**src/rtl/score_ram_reader_pkg.sv**
```systemverilog
// score_ram_reader_pkg
// Shared definitions for the score RAM burst reader:
//   SCORE_W          - width of one score word held in Scores_RAM
//   state_t          - burst-control FSM state encoding
//   score_addr_width - address width needed to reach words 0..n
package score_ram_reader_pkg;

  localparam int SCORE_W = 9;

  typedef enum logic [1:0] {
    ST_IDLE  = 2'd0,
    ST_READ  = 2'd1,
    ST_DRAIN = 2'd2,
    ST_DONE  = 2'd3
  } state_t;

  // The RAM holds n+1 words (indices 0..n).
  function automatic int score_addr_width(input int n);
    return $clog2(n + 1);
  endfunction

endpackage

```
**src/rtl/score_skid_fifo.sv**
```systemverilog
// score_skid_fifo
// Two-entry skid buffer between the RAM read port and the score stream.
// When the buffer is empty, arriving data is presented at the head in the
// same cycle, so an unstalled stream sees no extra latency. Data not taken
// that cycle is stored and re-presented unchanged until accepted.
// Ports:
//   clk, rst          - clock, synchronous active-low reset
//   push_valid/data   - word returning from the RAM this cycle
//   head_valid/data   - oldest word not yet accepted
//   head_ready        - consumer accepts the head word this cycle
//   count             - number of stored words (0..2)
module score_skid_fifo
  import score_ram_reader_pkg::*;
#(
  parameter int W = SCORE_W + 1
) (
  input  logic         clk,
  input  logic         rst,
  input  logic         push_valid,
  input  logic [W-1:0] push_data,
  output logic         head_valid,
  output logic [W-1:0] head_data,
  input  logic         head_ready,
  output logic [1:0]   count
);

  logic [W-1:0] mem_r [2];
  logic         wr_ptr_r;
  logic         rd_ptr_r;
  logic [1:0]   count_r;
  logic         stored_s;
  logic         wr_en_s;
  logic         rd_en_s;

  // Head selection: stored words take priority over the word arriving now.
  always_comb begin
    stored_s   = (count_r != 2'd0);
    head_valid = stored_s | push_valid;
    if (stored_s) begin
      head_data = mem_r[rd_ptr_r];
    end else if (push_valid) begin
      head_data = push_data;
    end else begin
      head_data = '0;
    end
    rd_en_s = stored_s & head_ready;
    // An arriving word is stored unless it bypasses straight to the consumer;
    // a full buffer only accepts it when a slot frees in the same cycle.
    if (push_valid && (stored_s || !head_ready) && ((count_r != 2'd2) || rd_en_s)) begin
      wr_en_s = 1'b1;
    end else begin
      wr_en_s = 1'b0;
    end
  end

  // Storage, pointers and occupancy.
  always_ff @(posedge clk) begin
    if (!rst) begin
      mem_r[0] <= '0;
      mem_r[1] <= '0;
      wr_ptr_r <= 1'b0;
      rd_ptr_r <= 1'b0;
      count_r  <= 2'd0;
    end else begin
      if (wr_en_s) begin
        mem_r[wr_ptr_r] <= push_data;
        wr_ptr_r        <= ~wr_ptr_r;
      end
      if (rd_en_s) begin
        rd_ptr_r <= ~rd_ptr_r;
      end
      count_r <= count_r + {1'b0, wr_en_s} - {1'b0, rd_en_s};
    end
  end

  assign count = count_r;

endmodule

```
**src/rtl/score_ram_reader.sv**
```systemverilog
// score_ram_reader
// Reads a burst of len words from Scores_RAM starting at base_addr
// (wrapping from N back to 0) and streams them out with valid/ready
// handshaking. At most two words are ever outstanding (buffered plus in
// flight), so the two-entry skid buffer can never overflow, while an
// always-ready consumer still receives one word per cycle.
// Ports:
//   clk, rst                  - clock, synchronous active-low reset
//   start, base_addr, len     - burst request, sampled only when idle
//   en_dout, addr_dout        - RAM read enable / address
//   dout                      - RAM data, valid the cycle after a read
//   score_out/valid/ready     - output stream handshake
//   score_last                - marks the final word of the burst
//   busy, done                - burst in progress / completion pulse
module score_ram_reader
  import score_ram_reader_pkg::*;
#(
  parameter int N       = 128,
  parameter int BitAddr = score_addr_width(N)
) (
  input  logic               clk,
  input  logic               rst,
  input  logic               start,
  input  logic [BitAddr:0]   base_addr,
  input  logic [BitAddr:0]   len,
  output logic               en_dout,
  output logic [BitAddr:0]   addr_dout,
  input  logic [SCORE_W-1:0] dout,
  output logic [SCORE_W-1:0] score_out,
  output logic               score_valid,
  input  logic               score_ready,
  output logic               score_last,
  output logic               busy,
  output logic               done
);

  localparam int AW = BitAddr + 1;
  localparam logic [BitAddr:0] LAST_ADDR = AW'(N);
  localparam logic [BitAddr:0] MAX_LEN   = AW'(N + 1);

  state_t             state_r;
  logic [BitAddr:0]   addr_r;
  logic [BitAddr:0]   rem_r;
  logic               rvalid_r;
  logic               rlast_r;
  logic               busy_r;
  logic               done_r;
  logic               issue_s;
  logic               pop_s;
  logic [2:0]         credit_s;
  logic [1:0]         fifo_count_s;
  logic [BitAddr:0]   len_clamped_s;
  logic [SCORE_W:0]   head_s;

  // Burst length limited to the RAM size.
  always_comb begin
    if (len > MAX_LEN) begin
      len_clamped_s = MAX_LEN;
    end else begin
      len_clamped_s = len;
    end
  end

  // Read issue: words still held after this cycle's transfer plus the read
  // in flight must leave room for the read issued now.
  always_comb begin
    credit_s = {1'b0, fifo_count_s} + {2'b00, rvalid_r} - {2'b00, pop_s};
    if ((state_r == ST_READ) && (rem_r != '0) && (credit_s < 3'd2)) begin
      issue_s = 1'b1;
    end else begin
      issue_s = 1'b0;
    end
  end

  // Burst-control FSM, read pipeline tracking and status registers.
  always_ff @(posedge clk) begin
    if (!rst) begin
      state_r  <= ST_IDLE;
      addr_r   <= '0;
      rem_r    <= '0;
      rvalid_r <= 1'b0;
      rlast_r  <= 1'b0;
      busy_r   <= 1'b0;
      done_r   <= 1'b0;
    end else begin
      // dout carries valid data exactly one cycle after an issued read.
      rvalid_r <= issue_s;
      rlast_r  <= issue_s && (rem_r == AW'(1));
      if (issue_s) begin
        addr_r <= (addr_r == LAST_ADDR) ? '0 : addr_r + AW'(1);
        rem_r  <= rem_r - AW'(1);
      end
      case (state_r)
        ST_IDLE: begin
          done_r <= 1'b0;
          if (start) begin
            addr_r <= base_addr;
            rem_r  <= len_clamped_s;
            busy_r <= 1'b1;
            if (len_clamped_s == '0) begin
              state_r <= ST_DONE;
              done_r  <= 1'b1;
            end else begin
              state_r <= ST_READ;
            end
          end else begin
            state_r <= ST_IDLE;
          end
        end
        ST_READ: begin
          if (issue_s && (rem_r == AW'(1))) begin
            state_r <= ST_DRAIN;
          end else begin
            state_r <= ST_READ;
          end
        end
        ST_DRAIN: begin
          if (pop_s && score_last) begin
            state_r <= ST_DONE;
            done_r  <= 1'b1;
          end else begin
            state_r <= ST_DRAIN;
          end
        end
        ST_DONE: begin
          state_r <= ST_IDLE;
          done_r  <= 1'b0;
          busy_r  <= 1'b0;
        end
        default: begin
          state_r <= ST_IDLE;
          done_r  <= 1'b0;
          busy_r  <= 1'b0;
        end
      endcase
    end
  end

  score_skid_fifo #(
    .W (SCORE_W + 1)
  ) u_fifo (
    .clk        (clk),
    .rst        (rst),
    .push_valid (rvalid_r),
    .push_data  ({rlast_r, dout}),
    .head_valid (score_valid),
    .head_data  (head_s),
    .head_ready (score_ready),
    .count      (fifo_count_s)
  );

  assign pop_s      = score_valid & score_ready;
  assign score_out  = head_s[SCORE_W-1:0];
  assign score_last = score_valid & head_s[SCORE_W];
  assign en_dout    = issue_s;
  assign addr_dout  = addr_r;
  assign busy       = busy_r;
  assign done       = done_r;

endmodule

```
**config.mk**
```make
export PLATFORM = sky130hd
export DESIGN_NAME = score_ram_reader
export DESIGN_NICKNAME = d
export VERILOG_FILES = /design/src/rtl/score_ram_reader_pkg.sv /design/src/rtl/score_skid_fifo.sv /design/src/rtl/score_ram_reader.sv
export SDC_FILE = /design/constraint.sdc
export NUM_CORES = 1
export LEC_CHECK = 0
export BUFFER_PORTS_ARGS = -buffer_cell sky130_fd_sc_hd__buf_2
export CORE_MARGIN = 2
export CORE_UTILIZATION = 51
export CTS_BUF_LIST = sky130_fd_sc_hd__clkbuf_8
export CTS_CLUSTER_DIAMETER = 30
export DETAILED_ROUTE_END_ITERATION = 8
export PLACE_DENSITY = 0.83
export SLEW_MARGIN = 15
export SYNTH_ARGS = -nofsm -noshare
export SYNTH_HDL_FRONTEND = slang
export SYNTH_SLANG_ARGS = --single-unit
export TNS_END_PERCENT = 20
```
**constraint.sdc**
```tcl
create_clock -name clk -period 2.7 [get_ports clk]
set_input_delay 0.54 -clock clk [delete_from_list [all_inputs] [get_ports clk]]
set_output_delay 0.54 -clock clk [all_outputs]
set_load 0.02 [all_outputs]
```
==> qor.txt, run 1 <==
========================================================================================
Crit path max-delay cell type                                               sky130_fd_sc_hd__fa_2
Number of hold violations in the final report                                          0
Htree depth                                                                            2
Vias                                                                                2274
Global-route total usage across every layer                                        0.215
Setup slack after layout                                                       -0.285 ns
Type of element launching the critical path                                     register
Seq/Total Area, Yosys                                                              0.446
Post-layout min period                                                           2.98 ns
Number of maximum-capacitance violations                                               0
Synthesized instance count                                                           282
Cts-stage hold buffer count                                                            0
CP required                                                                      2.16 ns
Failing checks                                                              setup timing
Via-per-instance ratio                                                              5.43
Worst-path fanout max                                                                  2
Total overflow reported by the global router                                           0
Max_slew headroom                                                                  0.629
Worst-Margin Slew                                                               0.554 ns
Portion of the clock cycle consumed by the worst path in the final layout           1.11
Port Buffer Count                                                                     53
Cts bufs inserted                                                                      5
Floorplan die width                                                              76.1 um
Number of global-route vias before repair                                           2201
Placed wire-length estimate                                                      4320 um
Die area                                                                        5790 um2
Hold wc startpoint                                                          base_addr[3]
Synthesized area                                                                2650 um2
Launching point of the worst reg2reg path                                       rvalid_r
Worst hold margin                                                               0.448 ns
Net count after synthesis                                                            322
Footprint of the multi-input gates                                              1430 um2
Initial Util                                                                       0.522
Die boundary height                                                              76.1 um
Critical Path Sink Type                                                      output port
Layout net count                                                                     388
Antenna violations before repair                                                       0
Sequential share of power                                                          0.342
Depth of the most critical reg-to-reg path                                            12
Clock net sink count                                                                  49
Prevailing post-synth register cell                                         sky130_fd_sc_hd__dfxtp_1
Number of enable flip-flop cells after synthesis                                      20
CTS tree                                                                             yes
Count of different cell masters after synthesis                                       38
Clock tree root driver cell                                                 sky130_fd_sc_hd__clkbuf_8
Total Power Consumption                                                          2860 uW
Switching fraction of total power                                                  0.399
Number of gates on the worst path with buffers counted                                 9
Delay of the slowest critical-path stage                                         0.51 ns
Final RePlAce weighted congestion                                                  0.792
Pin count of the biggest net entering global routing                                  28
Antenna Violating Nets Remaining                                                       0
Maximum root-to-sink buffer count                                                      2
Pwr/cell area                                                                 877 nW/um2
Buffering stage count on the worst path with inverters included                        2
Number of synthesized register bits                                                   49
Drt drc                                                                                0
Launch point of the critical path                                               rvalid_r
Antenna Cells                                                                          0
Post-placement cell area                                                        3130 um2
RSZ-0062 raised after global routing                                                 yes
Logic gate share of total power                                                    0.505
Placement Rows                                                                        26
Share of the core filled with cells in the final layout                            0.643
YS warnings                                                                            0
Share of synthesized flip-flops with an asynchronous set or reset                      0
Area taken by flip-flops and latches                                            1180 um2
Critical path class                                                              reg2out
IR Drop Worst-Case VDD                                                            621 uV
Reg2Reg Setup Slack                                                             -0.19 ns
Worst clock skew                                                              0.00851 ns
Avg WL per Cell                                                                  14.3 um
Arrival time worst endpoint                                                      2.44 ns
Clock network fraction of design power                                             0.153
Chain of cells forming the critical path                                    or3_4 > and2_4 > ha_4 > nand2b_4 > fa_2 > and3_4 > nand2_8 > inv_8 > buf_6
Router iterations before antenna repair                                                4
Post-detailed-routing wire length                                                5980 um
Internal Dissipation                                                             1720 uW
Global-route wire length before repair                                          10100 um
DR iter-0 viols                                                                      131
Leakage component of the power                                                0.00136 uW
Status                                                                      finished, violations left
Area of all placed cells without fillers                                        3260 um2
Highest attainable clock frequency                                               335 MHz
Family with the most delay on the worst path                                simple AND/OR/NAND/NOR gates
Hold crit path type                                                               in2reg
Worst hold path depth                                                                  3
Clock-pin slew of the registers on the worst-case setup and hold paths           0.09 ns
Signed area change from the synthesized netlist to the final layout                23.0%
Count of pins over their slew limit                                                    0
Reported net switching power                                                     1140 uW
Fill cells                                                                           430
Mean area per synthesized cell                                                  9.40 um2
Clock Latency Late Sink                                                          0.31 ns
Core Box Area                                                                   5070 um2
Number of primary I/O pins                                                            54
Number of endpoints failing setup at the final stage                                  13
Layout cell share with drive strength beyond 1                                     0.281
Post-Place Worst Slack                                                       -0.00879 ns
========================================================================================
-- stage by stage --
step                      setup TNS [ns]  std cells
after floorplan                  -0.0114        282
after global placement                 0        409
after detailed placement         -0.0118        409
after CTS                         -0.438        418
after global routing               -2.36        419
final                             -0.946        419
-- power by group through the flow --
stage	sequential (uW)	clock, uW	combinational (uW)
5_1_grt	992	475	1590
2_1_floorplan	997	0	946
3_3_place_gp	984	0	1300
6_report	978	438	1440
4_1_cts	977	445	1390
3_5_place_dp	994	0	1340
-- Yosys cell counts, types with 2 or more instances --
library cell,n,share of area
sky130_fd_sc_hd__nor3_1,4,0.0076
sky130_fd_sc_hd__nor2b_1,2,0.0047
sky130_fd_sc_hd__nand3_1,24,0.045
sky130_fd_sc_hd__and3_1,9,0.021
sky130_fd_sc_hd__edfxtp_1,20,0.23
sky130_fd_sc_hd__ha_1,8,0.038
sky130_fd_sc_hd__nand2_1,12,0.017
sky130_fd_sc_hd__clkbuf_1,11,0.016
sky130_fd_sc_hd__mux2i_1,10,0.038
sky130_fd_sc_hd__inv_1,9,0.013
sky130_fd_sc_hd__xnor2_1,6,0.020
sky130_fd_sc_hd__a21oi_1,8,0.015
sky130_fd_sc_hd__and2_1,33,0.078
sky130_fd_sc_hd__or4_4,2,0.0085
sky130_fd_sc_hd__dfxtp_1,29,0.22
sky130_fd_sc_hd__buf_2,2,0.0038
sky130_fd_sc_hd__o21ai_0,29,0.055
sky130_fd_sc_hd__nand4_1,10,0.024
sky130_fd_sc_hd__nor2_1,16,0.023
sky130_fd_sc_hd__xor2_1,13,0.043
sky130_fd_sc_hd__nand2b_1,2,0.0047
sky130_fd_sc_hd__o21a_1,3,0.0085
sky130_fd_sc_hd__nor4b_1,3,0.0099
sky130_fd_sc_hd__a31oi_1,3,0.0071
-- layout make-up --
type,instances,area share
Tap cell,70,0.0269
Multi-Input combinational cell,209,0.437
Clock buffer,5,0.0211
Clock inverter,3,0.00614
Sequential cell,49,0.363
Inverter,10,0.0138
Timing Repair Buffer,73,0.132
-- kinds of logic after synthesis --
group                    synth area share
multiplexers                       0.0378
AND/OR/NAND/NOR                     0.269
AO/OA/AOI/OAI                       0.101
adder cells (fa/ha/maj)            0.0453
XOR/XNOR                           0.0628
buffers and inverters              0.0387
flip-flops                          0.446
-- path summary, 6_finish.rpt --
path,end
setup reg to reg,addr_dout[2]
hold / removal,addr_dout[3]
setup / recovery,en_dout
hold reg to reg,busy
-- flip-flops by register name, summed over array words and instances, names as in the netlist, named ones only --
signal	cells
addr_dout	9
done	1
u_fifo.count	2
rem_r	9
state_r	2
busy	1
u_fifo.mem_r	20
u_fifo.rd_ptr_r	1
rvalid_r	1
u_fifo.wr_ptr_r	1
rlast_r	1
-- layer usage --
layer	vias up	global-route usage	routed length (um)
met5	-	0	0
met4	0	0.0655	90
met3	10	0.0427	210
met2	52	0.383	3070
met1	1087	0.262	2610
li1	1125	-	-
-- placed cells by master, fill, tap and decap left out, types with 2 or more instances in the layout --
master                     synthesis  final
sky130_fd_sc_hd__a21oi_1           8      8
sky130_fd_sc_hd__a31oi_1           3      3
sky130_fd_sc_hd__and2_1           33     32
sky130_fd_sc_hd__and3_1            9      7
sky130_fd_sc_hd__and3_4            0      2
sky130_fd_sc_hd__buf_2             2     52
sky130_fd_sc_hd__buf_4             0     18
sky130_fd_sc_hd__buf_6             1      3
sky130_fd_sc_hd__clkbuf_8          0      5
sky130_fd_sc_hd__dfxtp_1          29     27
sky130_fd_sc_hd__dfxtp_2           0      2
sky130_fd_sc_hd__edfxtp_1         20     20
sky130_fd_sc_hd__ha_1              8      7
sky130_fd_sc_hd__inv_1             9      9
sky130_fd_sc_hd__mux2i_1          10     10
sky130_fd_sc_hd__nand2_1          12     12
sky130_fd_sc_hd__nand3_1          24     22
sky130_fd_sc_hd__nand3_2           0      2
sky130_fd_sc_hd__nand4_1          10     10
sky130_fd_sc_hd__nor2_1           16     16
sky130_fd_sc_hd__nor2b_1           2      2
sky130_fd_sc_hd__nor3_1            4      4
sky130_fd_sc_hd__nor4b_1           3      3
sky130_fd_sc_hd__o21a_1            3      3
sky130_fd_sc_hd__o21ai_0          29     21
sky130_fd_sc_hd__o21ai_1           0      8
sky130_fd_sc_hd__or4_4             2      2
sky130_fd_sc_hd__xnor2_1           6      5
sky130_fd_sc_hd__xor2_1           13     13
-- worst min-delay path: stages --
cell	delay [ns]
sky130_fd_sc_hd__buf_2	0.07
sky130_fd_sc_hd__nand3_1	0.05
sky130_fd_sc_hd__o21ai_1	0.06
-- repair_timing --
action,4_1_cts,5_1_grt
buffers inserted,1,1
setup endpoints to repair,2,17
pin swaps,3,7
resized for setup,10,5
Power figures use the tool's default switching activity.
==> inputs of run 2 (changes only) <==
--- a/config.mk
+++ b/config.mk
@@ -5,13 +5,15 @@
 export SDC_FILE = /design/constraint.sdc
 export NUM_CORES = 1
 export LEC_CHECK = 0
+export ABC_AREA = 1
 export BUFFER_PORTS_ARGS = -buffer_cell sky130_fd_sc_hd__buf_2
-export CORE_MARGIN = 2
+export CORE_MARGIN = 5
 export CORE_UTILIZATION = 51
 export CTS_BUF_LIST = sky130_fd_sc_hd__clkbuf_8
 export CTS_CLUSTER_DIAMETER = 30
 export DETAILED_ROUTE_END_ITERATION = 8
 export PLACE_DENSITY = 0.83
+export REMOVE_ABC_BUFFERS = 1
 export SLEW_MARGIN = 15
 export SYNTH_ARGS = -nofsm -noshare
 export SYNTH_HDL_FRONTEND = slang
==> run 2 against run 1 <==
  * The flow still finishes with violations (setup timing)
  * Routed wire length is 9.2% higher
  * Via count is 12% higher
  * Largest cell class unchanged
  * Sequential cell count stayed put
  * Synthesized area is 1.7% higher
  * Worst setup slack worse by 0.0045 ns
  * Highest routed layer unchanged
  * Power is 3.2% lower
  * Sequential share of layout area is 2.6 points lower
  * Sequential power is 4.6% lower
  * Critical path type unchanged
  * Fmax is 0.15% lower
  * Global-route usage is 2.7 points lower
==> qor.txt, run 2 <==
========================================================================================
Status                                                                      finished, violations left   unchanged
Failing checks                                                              setup timing   unchanged
Antenna Cells                                                                          0   unchanged
Mean area per synthesized cell                                                  7.68 um2   was 9.40 um2
YS warnings                                                                            0   unchanged
Antenna violations before repair                                                       0   unchanged
Drt drc                                                                                0   unchanged
Total overflow reported by the global router                                           0   unchanged
Signed area change from the synthesized netlist to the final layout                30.2%   was 23.0%
Fill cells                                                                           401   was 430
Layout net count                                                                     475   was 388
Worst-Margin Slew                                                               0.453 ns   was 0.554 ns
Number of flip-flops under the largest register name                                  20   unchanged
Terminus of the critical flop-to-flop path                                      rem_r[4]   was addr_dout[2]
Maximum root-to-sink buffer count                                                      2   unchanged
Prevailing post-synth register cell                                         sky130_fd_sc_hd__dfxtp_1   unchanged
Pwr/cell area                                                                 788 nW/um2   was 877 nW/um2
Number of maximum-capacitance violations                                               0   unchanged
Count of pins over their slew limit                                                    0   unchanged
Critical Path Sink Type                                                      output port   unchanged
Antenna Violating Nets Remaining                                                       0   unchanged
Cts bufs inserted                                                                      5   unchanged
Number of hold violations in the final report                                          0   unchanged
Clock-pin slew of the registers on the worst-case setup and hold paths           0.09 ns   about the same
Core Box Area                                                                   5110 um2   was 5070 um2
Clock tree root driver cell                                                 sky130_fd_sc_hd__clkbuf_8   unchanged
Number of global-route vias before repair                                           2367   was 2201
CTS tree                                                                             yes   unchanged
Clock Latency Late Sink                                                          0.31 ns   about the same
Number of enable flip-flop cells after synthesis                                      20   unchanged
Die boundary height                                                              82.7 um   was 76.1 um
Count of non-filler cells in the finished layout                                     506   was 419
Hold Path Sink                                                              addr_dout[7]   was addr_dout[3]
Global-route wire length before repair                                           9960 um   was 10100 um
Port Buffer Count                                                                     53   unchanged
Number of synthesized register bits                                                   49   unchanged
Arrival time worst endpoint                                                      2.45 ns   was 2.44 ns
Number of endpoints failing setup at the final stage                                  18   was 13
Worst-path fanout max                                                                  2   unchanged
Max_slew headroom                                                                  0.697   was 0.629
Share of synthesized flip-flops with an asynchronous set or reset                      0   unchanged
Clock net sink count                                                                  49   unchanged
Htree depth                                                                            2   unchanged
Most used cells in the layout excluding fill and tap cells                  sky130_fd_sc_hd__nand2_1, sky130_fd_sc_hd__inv_1, sky130_fd_sc_hd__buf_2   was sky130_fd_sc_hd__buf_2, sky130_fd_sc_hd__and2_1, sky130_fd_sc_hd__dfxtp_1
Count of different cell masters after synthesis                                       35   was 38
Critical path class                                                              reg2out   unchanged
Number of primary I/O pins                                                            54   unchanged
Layout cell share with drive strength beyond 1                                     0.339   was 0.281
Avg WL per Cell                                                                  12.9 um   was 14.3 um
Post-detailed-routing wire length                                                6530 um   was 5980 um
CP required                                                                      2.16 ns   about the same
Pin count of the biggest net entering global routing                                  19   was 28
Library cell with the highest instance count after synthesis                sky130_fd_sc_hd__nand2_1   was sky130_fd_sc_hd__and2_1
Post-layout min period                                                           2.99 ns   was 2.98 ns
Top cell type's share of synthesized area                                          0.223   was 0.227
Reg2Reg Setup Slack                                                             -0.17 ns   was -0.19 ns
Commonest non-fill, non-tap cell in the layout                              sky130_fd_sc_hd__nand2_1   was sky130_fd_sc_hd__buf_2
Launch point of the critical path                                           u_fifo.count[0]   was rvalid_r
Setup slack after layout                                                       -0.289 ns   was -0.285 ns
Placement Rows                                                                        26   unchanged
Die area                                                                        6840 um2   was 5790 um2
Worst hold margin                                                               0.425 ns   was 0.448 ns
Initial Util                                                                       0.528   was 0.522
Final RePlAce weighted congestion                                                  0.865   was 0.792
DR iter-0 viols                                                                      108   was 131
Via-per-instance ratio                                                              5.06   was 5.43
Worst hold path depth                                                                  3   unchanged
Cell types with the highest counts after synthesis                          sky130_fd_sc_hd__nand2_1, sky130_fd_sc_hd__inv_1, sky130_fd_sc_hd__nor2_1   was sky130_fd_sc_hd__and2_1, sky130_fd_sc_hd__dfxtp_1, sky130_fd_sc_hd__o21ai_0
Hold crit path type                                                               in2reg   unchanged
Dominant cell type by area after synthesis                                  sky130_fd_sc_hd__edfxtp_1   unchanged
RSZ-0062 raised after global routing                                                 yes   unchanged
Total Power Consumption                                                          2770 uW   was 2860 uW
IR Drop Worst-Case VDD                                                            521 uV   was 621 uV
Synthesized instance count                                                           351   was 282
Vias                                                                                2558   was 2274
Launching point of the worst reg2reg path                                   u_fifo.count[0]   was rvalid_r
Most flops, register                                                        u_fifo.mem_r   unchanged
Placed cell count                                                                    484   was 409
Depth of the most critical reg-to-reg path                                            20   was 12
Type of element launching the critical path                                     register   unchanged
Floorplan die width                                                              82.7 um   was 76.1 um
Hold wc startpoint                                                          base_addr[7]   was base_addr[3]
Leakage component of the power                                                0.00170 uW   was 0.00136 uW
Placed wire-length estimate                                                      4570 um   was 4320 um
Seq/Total Area, Yosys                                                              0.438   was 0.446
Router iterations before antenna repair                                                4   unchanged
Portion of the clock cycle consumed by the worst path in the final layout           1.11   about the same
Global-route total usage across every layer                                        0.187   was 0.215
Highest attainable clock frequency                                               335 MHz   about the same
Main area contributors after synthesis                                      sky130_fd_sc_hd__edfxtp_1, sky130_fd_sc_hd__dfxtp_1, sky130_fd_sc_hd__nand2_1   was sky130_fd_sc_hd__edfxtp_1, sky130_fd_sc_hd__dfxtp_1, sky130_fd_sc_hd__and2_1
Synthesized area                                                                2700 um2   was 2650 um2
Worst clock skew                                                              0.00966 ns   was 0.00851 ns
========================================================================================
## run 2: cell count changes after synthesis, sizes merged, moves of 6 or more
cell and delta:
nand2 +60, inv +47, nor2 +34, and2 -32, a21oi +10, mux2i -10
and3 -9, o22ai +9, xor2 -9, clkbuf -7, nand4 -6, xnor2 -6
## run 2: critical path, cell delays in order (launching register included)
cell                      delay [ns]
sky130_fd_sc_hd__dfxtp_2        0.34
sky130_fd_sc_hd__inv_2          0.06
sky130_fd_sc_hd__nand2_2        0.06
sky130_fd_sc_hd__inv_2          0.06
sky130_fd_sc_hd__nand2_2        0.05
sky130_fd_sc_hd__nand2_2        0.07
sky130_fd_sc_hd__inv_2          0.04
sky130_fd_sc_hd__ha_4           0.19
sky130_fd_sc_hd__or2_4          0.24
sky130_fd_sc_hd__fa_1           0.53
sky130_fd_sc_hd__nand3_2        0.10
sky130_fd_sc_hd__nor2_4         0.14
sky130_fd_sc_hd__nand2_2        0.07
sky130_fd_sc_hd__inv_2          0.07
sky130_fd_sc_hd__buf_6          0.11
## run 2: cells by family (layout without fill, tap and decap cells)
family,count (synthesis),after routing,synth area share
AOI/OAI and AO/OA,63,63,0.129
buffers and inverters,68,153,0.101
DFF,49,49,0.438
xor gates and xnor gates,4,4,0.0130
adders and majority gates,9,9,0.0446
and+or+nand+nor,158,158,0.274
## run 2: cell type report
| class | instances | area [um2] | share of cell area |
|---|---|---|---|
| multi-input cells | 234 | 1340 | 0.383 |
| flip-flops and latches | 49 | 1180 | 0.337 |
| repair buffers | 85 | 567 | 0.162 |
| inverters | 60 | 230 | 0.0656 |
| well taps | 70 | 87.6 | 0.0250 |
| clock buffers | 5 | 68.8 | 0.0196 |
| clock inverters | 3 | 28.8 | 0.00820 |
## run 2: metrics by stage
stage          TNS (ns)  instance area [um2]   util  worst slack (ns)
6_report          -1.76                 3510  0.687            -0.289
3_5_place_dp      -1.98                 3140  0.614            -0.239
3_3_place_gp      -1.69                 3140  0.614            -0.193
5_1_grt           -4.58                 3510  0.687            -0.402
2_1_floorplan     -4.75                 2650      -            -0.407
4_1_cts          -0.514                 3360  0.658            -0.246
## run 2: power breakdown
| part | internal (uW) | switching (uW) | total, uW | leakage, uW |
|---|---|---|---|---|
| combinational | 620 | 752 | 1370 | 0.00121 |
| clock | 194 | 268 | 462 | 0.0000506 |
| sequential | 862 | 70.6 | 933 | 0.000446 |
## run 2: how the worst max path moves through the flow
| stage | to | depth (start not counted) |
|---|---|---|
| after detailed placement | rem_r[4] | 16 |
| after floorplan | en_dout | 13 |
| after global routing | en_dout | 14 |
| after CTS | en_dout | 14 |
| final | en_dout | 14 |
| after global placement | rem_r[6] | 16 |
## run 2: layer usage
layer	part of all wire	global-route usage	vias up
met5	0	0	-
met4	0.0093	0.0294	0
met3	0.053	0.0369	6
met2	0.51	0.353	80
met1	0.43	0.222	1169
li1	-	-	1303
## run 2: timing repair
item | CTS | global route
pin swaps | 10 | 8
buffers inserted | 10 | 4
endpoints found under the setup margin | 11 | 29
resized for setup | 20 | 33
hold buffers | 0 | 0
==> inputs of run 3 (changes only) <==
--- a/config.mk
+++ b/config.mk
@@ -5,7 +5,6 @@
 export SDC_FILE = /design/constraint.sdc
 export NUM_CORES = 1
 export LEC_CHECK = 0
-export ABC_AREA = 1
 export BUFFER_PORTS_ARGS = -buffer_cell sky130_fd_sc_hd__buf_2
 export CORE_MARGIN = 5
 export CORE_UTILIZATION = 51
==> run 3 against run 2 <==
  * The flow still finishes with violations (setup timing)
  * Core utilization fell by 4.2 points
  * Clock power is 6.9% lower
  * Critical path type unchanged
  * Register-to-register slack got worse by 0.03 ns
  * Combinational power up 7%
==> qor.txt, run 3 (synthesized netlist as in run 1, its figures left out) <==
========================================================================================
Die boundary height                                                              82.1 um   was 82.7 um
Type of element launching the critical path                                     register   unchanged
Number of flip-flops under the largest register name                                  20   unchanged
Chain of cells forming the critical path                                    or3_4 > and2_4 > ha_4 > nand2b_4 > fa_2 > and3_4 > nand2_8 > inv_4 > buf_6   was inv_2 > nand2_2 > inv_2 > nand2_2 > nand2_2 > inv_2 > ha_4 > or2_4 > fa_1 > nand3_2 > nor2_4 > nand2_2 > inv_2 > buf_6
Aggregate negative setup slack                                                 -0.996 ns   was -1.76 ns
Pin count of the biggest net entering global routing                                  23   was 19
Setup slack after layout                                                       -0.335 ns   was -0.289 ns
CP required                                                                      2.16 ns   about the same
Avg WL per Cell                                                                  14.0 um   was 12.9 um
Clock-pin slew of the registers on the worst-case setup and hold paths           0.09 ns   about the same
Failing checks                                                              setup timing   unchanged
Layout cell share with drive strength beyond 1                                     0.279   was 0.339
Total Power Consumption                                                          2890 uW   was 2770 uW
Placement Rows                                                                        26   unchanged
Antenna violations before repair                                                       0   unchanged
Cts bufs inserted                                                                      5   unchanged
Floorplan die width                                                              82.1 um   was 82.7 um
Router iterations before antenna repair                                                4   unchanged
Signed area change from the synthesized netlist to the final layout                23.5%   was 30.2%
Worst-Margin Slew                                                               0.596 ns   was 0.453 ns
Count of pins over their slew limit                                                    0   unchanged
Worst clock skew                                                              0.00669 ns   was 0.00966 ns
RSZ-0062 raised after global routing                                                 yes   unchanged
Launch point of the critical path                                           u_fifo.count[0]   unchanged
Global-route total usage across every layer                                        0.191   was 0.187
Critical path class                                                              reg2out   unchanged
Clock net sink count                                                                  49   unchanged
Hold crit path type                                                               in2reg   unchanged
Hold wc startpoint                                                          base_addr[5]   was base_addr[7]
Via-per-instance ratio                                                              5.33   was 5.06
Port Buffer Count                                                                     53   unchanged
Post-layout min period                                                           3.03 ns   was 2.99 ns
Status                                                                      finished, violations left   unchanged
Number of maximum-capacitance violations                                               0   unchanged
Drt drc                                                                                0   unchanged
Die area                                                                        6740 um2   was 6840 um2
Post-detailed-routing wire length                                                5890 um   was 6530 um
Most flops, register                                                        u_fifo.mem_r   unchanged
DR iter-0 viols                                                                      130   was 108
Antenna Violating Nets Remaining                                                       0   unchanged
Launching point of the worst reg2reg path                                   u_fifo.count[0]   unchanged
IR Drop Worst-Case VDD                                                            705 uV   was 521 uV
Post-placement cell area                                                        3070 um2   was 3140 um2
Maximum root-to-sink buffer count                                                      2   unchanged
Antenna Cells                                                                          0   unchanged
Worst-path fanout max                                                                  2   unchanged
Final RePlAce weighted congestion                                                  0.806   was 0.865
Number of primary I/O pins                                                            54   unchanged
CTS tree                                                                             yes   unchanged
Total overflow reported by the global router                                           0   unchanged
Crit path max-delay cell type                                               sky130_fd_sc_hd__fa_2   was sky130_fd_sc_hd__fa_1
Layout net count                                                                     390   was 475
Clock tree root driver cell                                                 sky130_fd_sc_hd__clkbuf_8   unchanged
Highest attainable clock frequency                                               330 MHz   was 335 MHz
Number of global-route vias before repair                                           2168   was 2367
Fill cells                                                                           431   was 401
Pwr/cell area                                                                 883 nW/um2   was 788 nW/um2
Htree depth                                                                            2   unchanged
Placed wire-length estimate                                                      4180 um   was 4570 um
Most used cells in the layout excluding fill and tap cells                  sky130_fd_sc_hd__buf_2, sky130_fd_sc_hd__and2_1, sky130_fd_sc_hd__dfxtp_1   was sky130_fd_sc_hd__nand2_1, sky130_fd_sc_hd__inv_1, sky130_fd_sc_hd__buf_2
Core Box Area                                                                   5070 um2   was 5110 um2
Clock Latency Late Sink                                                          0.30 ns   was 0.31 ns
Arrival time worst endpoint                                                      2.49 ns   was 2.45 ns
Number of endpoints failing setup at the final stage                                  15   was 18
Delay of the slowest critical-path stage                                         0.54 ns   was 0.53 ns
Area of all placed cells without fillers                                        3270 um2   was 3510 um2
Initial Util                                                                       0.522   was 0.528
Number of hold violations in the final report                                          0   unchanged
Max_slew headroom                                                                  0.602   was 0.697
Portion of the clock cycle consumed by the worst path in the final layout           1.12   was 1.11
Critical Path Sink Type                                                      output port   unchanged
Leakage component of the power                                                0.00138 uW   was 0.00170 uW
Global-route wire length before repair                                           9740 um   was 9960 um
Commonest non-fill, non-tap cell in the layout                              sky130_fd_sc_hd__buf_2   was sky130_fd_sc_hd__nand2_1
Vias                                                                                2245   was 2558
========================================================================================
==> run 3: changes by cell type in the layout (fill, tap and decap cells not counted), sizes merged, moves of 9 or more <==
cell   before  now
nand2      73   13
inv        59   12
nor2       50   16
and2        1   33
a21oi      18    8
buf        85   75
mux2i       0   10
and3        0    9
o22ai       9    0
xor2        4   13
==> run 3: worst paths after layout <==
| kind | end | slack [ns] | cells past startpoint |
|---|---|---|---|
| min reg2reg | busy | 0.47 | 2 |
| max | en_dout | -0.33 | 9 |
| min | addr_dout[5] | 0.45 | 3 |
| max reg2reg | addr_dout[2] | -0.20 | 11 |
==> run 3: repair_timing <==
action                     4_1_cts  5_1_grt
resized for setup               12       15
hold buffers                     0        0
setup endpoints to repair       19       20
buffers inserted                 3        2
pin swaps                        7       10
==> run 3: metal layers <==
metal | global-route usage | up-vias | wire length (um)
li1 | - | 1134 | -
met1 | 0.226 | 1034 | 2490
met2 | 0.347 | 71 | 2960
met3 | 0.0461 | 6 | 378
met4 | 0.0449 | 0 | 57
met5 | 0 | - | 0
==> run 3: where the power goes <==
part | switching (uW) | internal (uW)
sequential | 107 | 887
combinational | 780 | 683
clock | 229 | 202
==> run 3: area by class of cell <==
cell class / count / area, um2 / share of cell area
tap: 70 / 87.6 / 0.0268
inverter: 10 / 40.0 / 0.0122
clock inverter: 2 / 7.51 / 0.00229
multi-input combinational: 209 / 1420 / 0.434
clock buffer: 6 / 82.6 / 0.0252
timing repair buffer: 75 / 452 / 0.138
sequential: 49 / 1180 / 0.362
==> run 3: stage by stage <==
step	setup slack (ns)	instances	util	hold WS [ns]
after floorplan	-0.573	268	-	0.492
after global placement	-0.178	408	0.605	0.452
after detailed placement	-0.276	408	0.605	0.467
after CTS	-0.357	419	0.633	0.448
after global routing	-0.416	421	0.645	0.455
final	-0.335	421	0.645	0.454
==> run 3: worst max-delay path: cells and delay by family (launching register included) <==
family,cells,cell delay [ns]
AND/OR/NAND/NOR,5,0.95
adder cells (fa/ha/maj),2,0.76
flip-flops,1,0.33
buffers and inverters,2,0.15
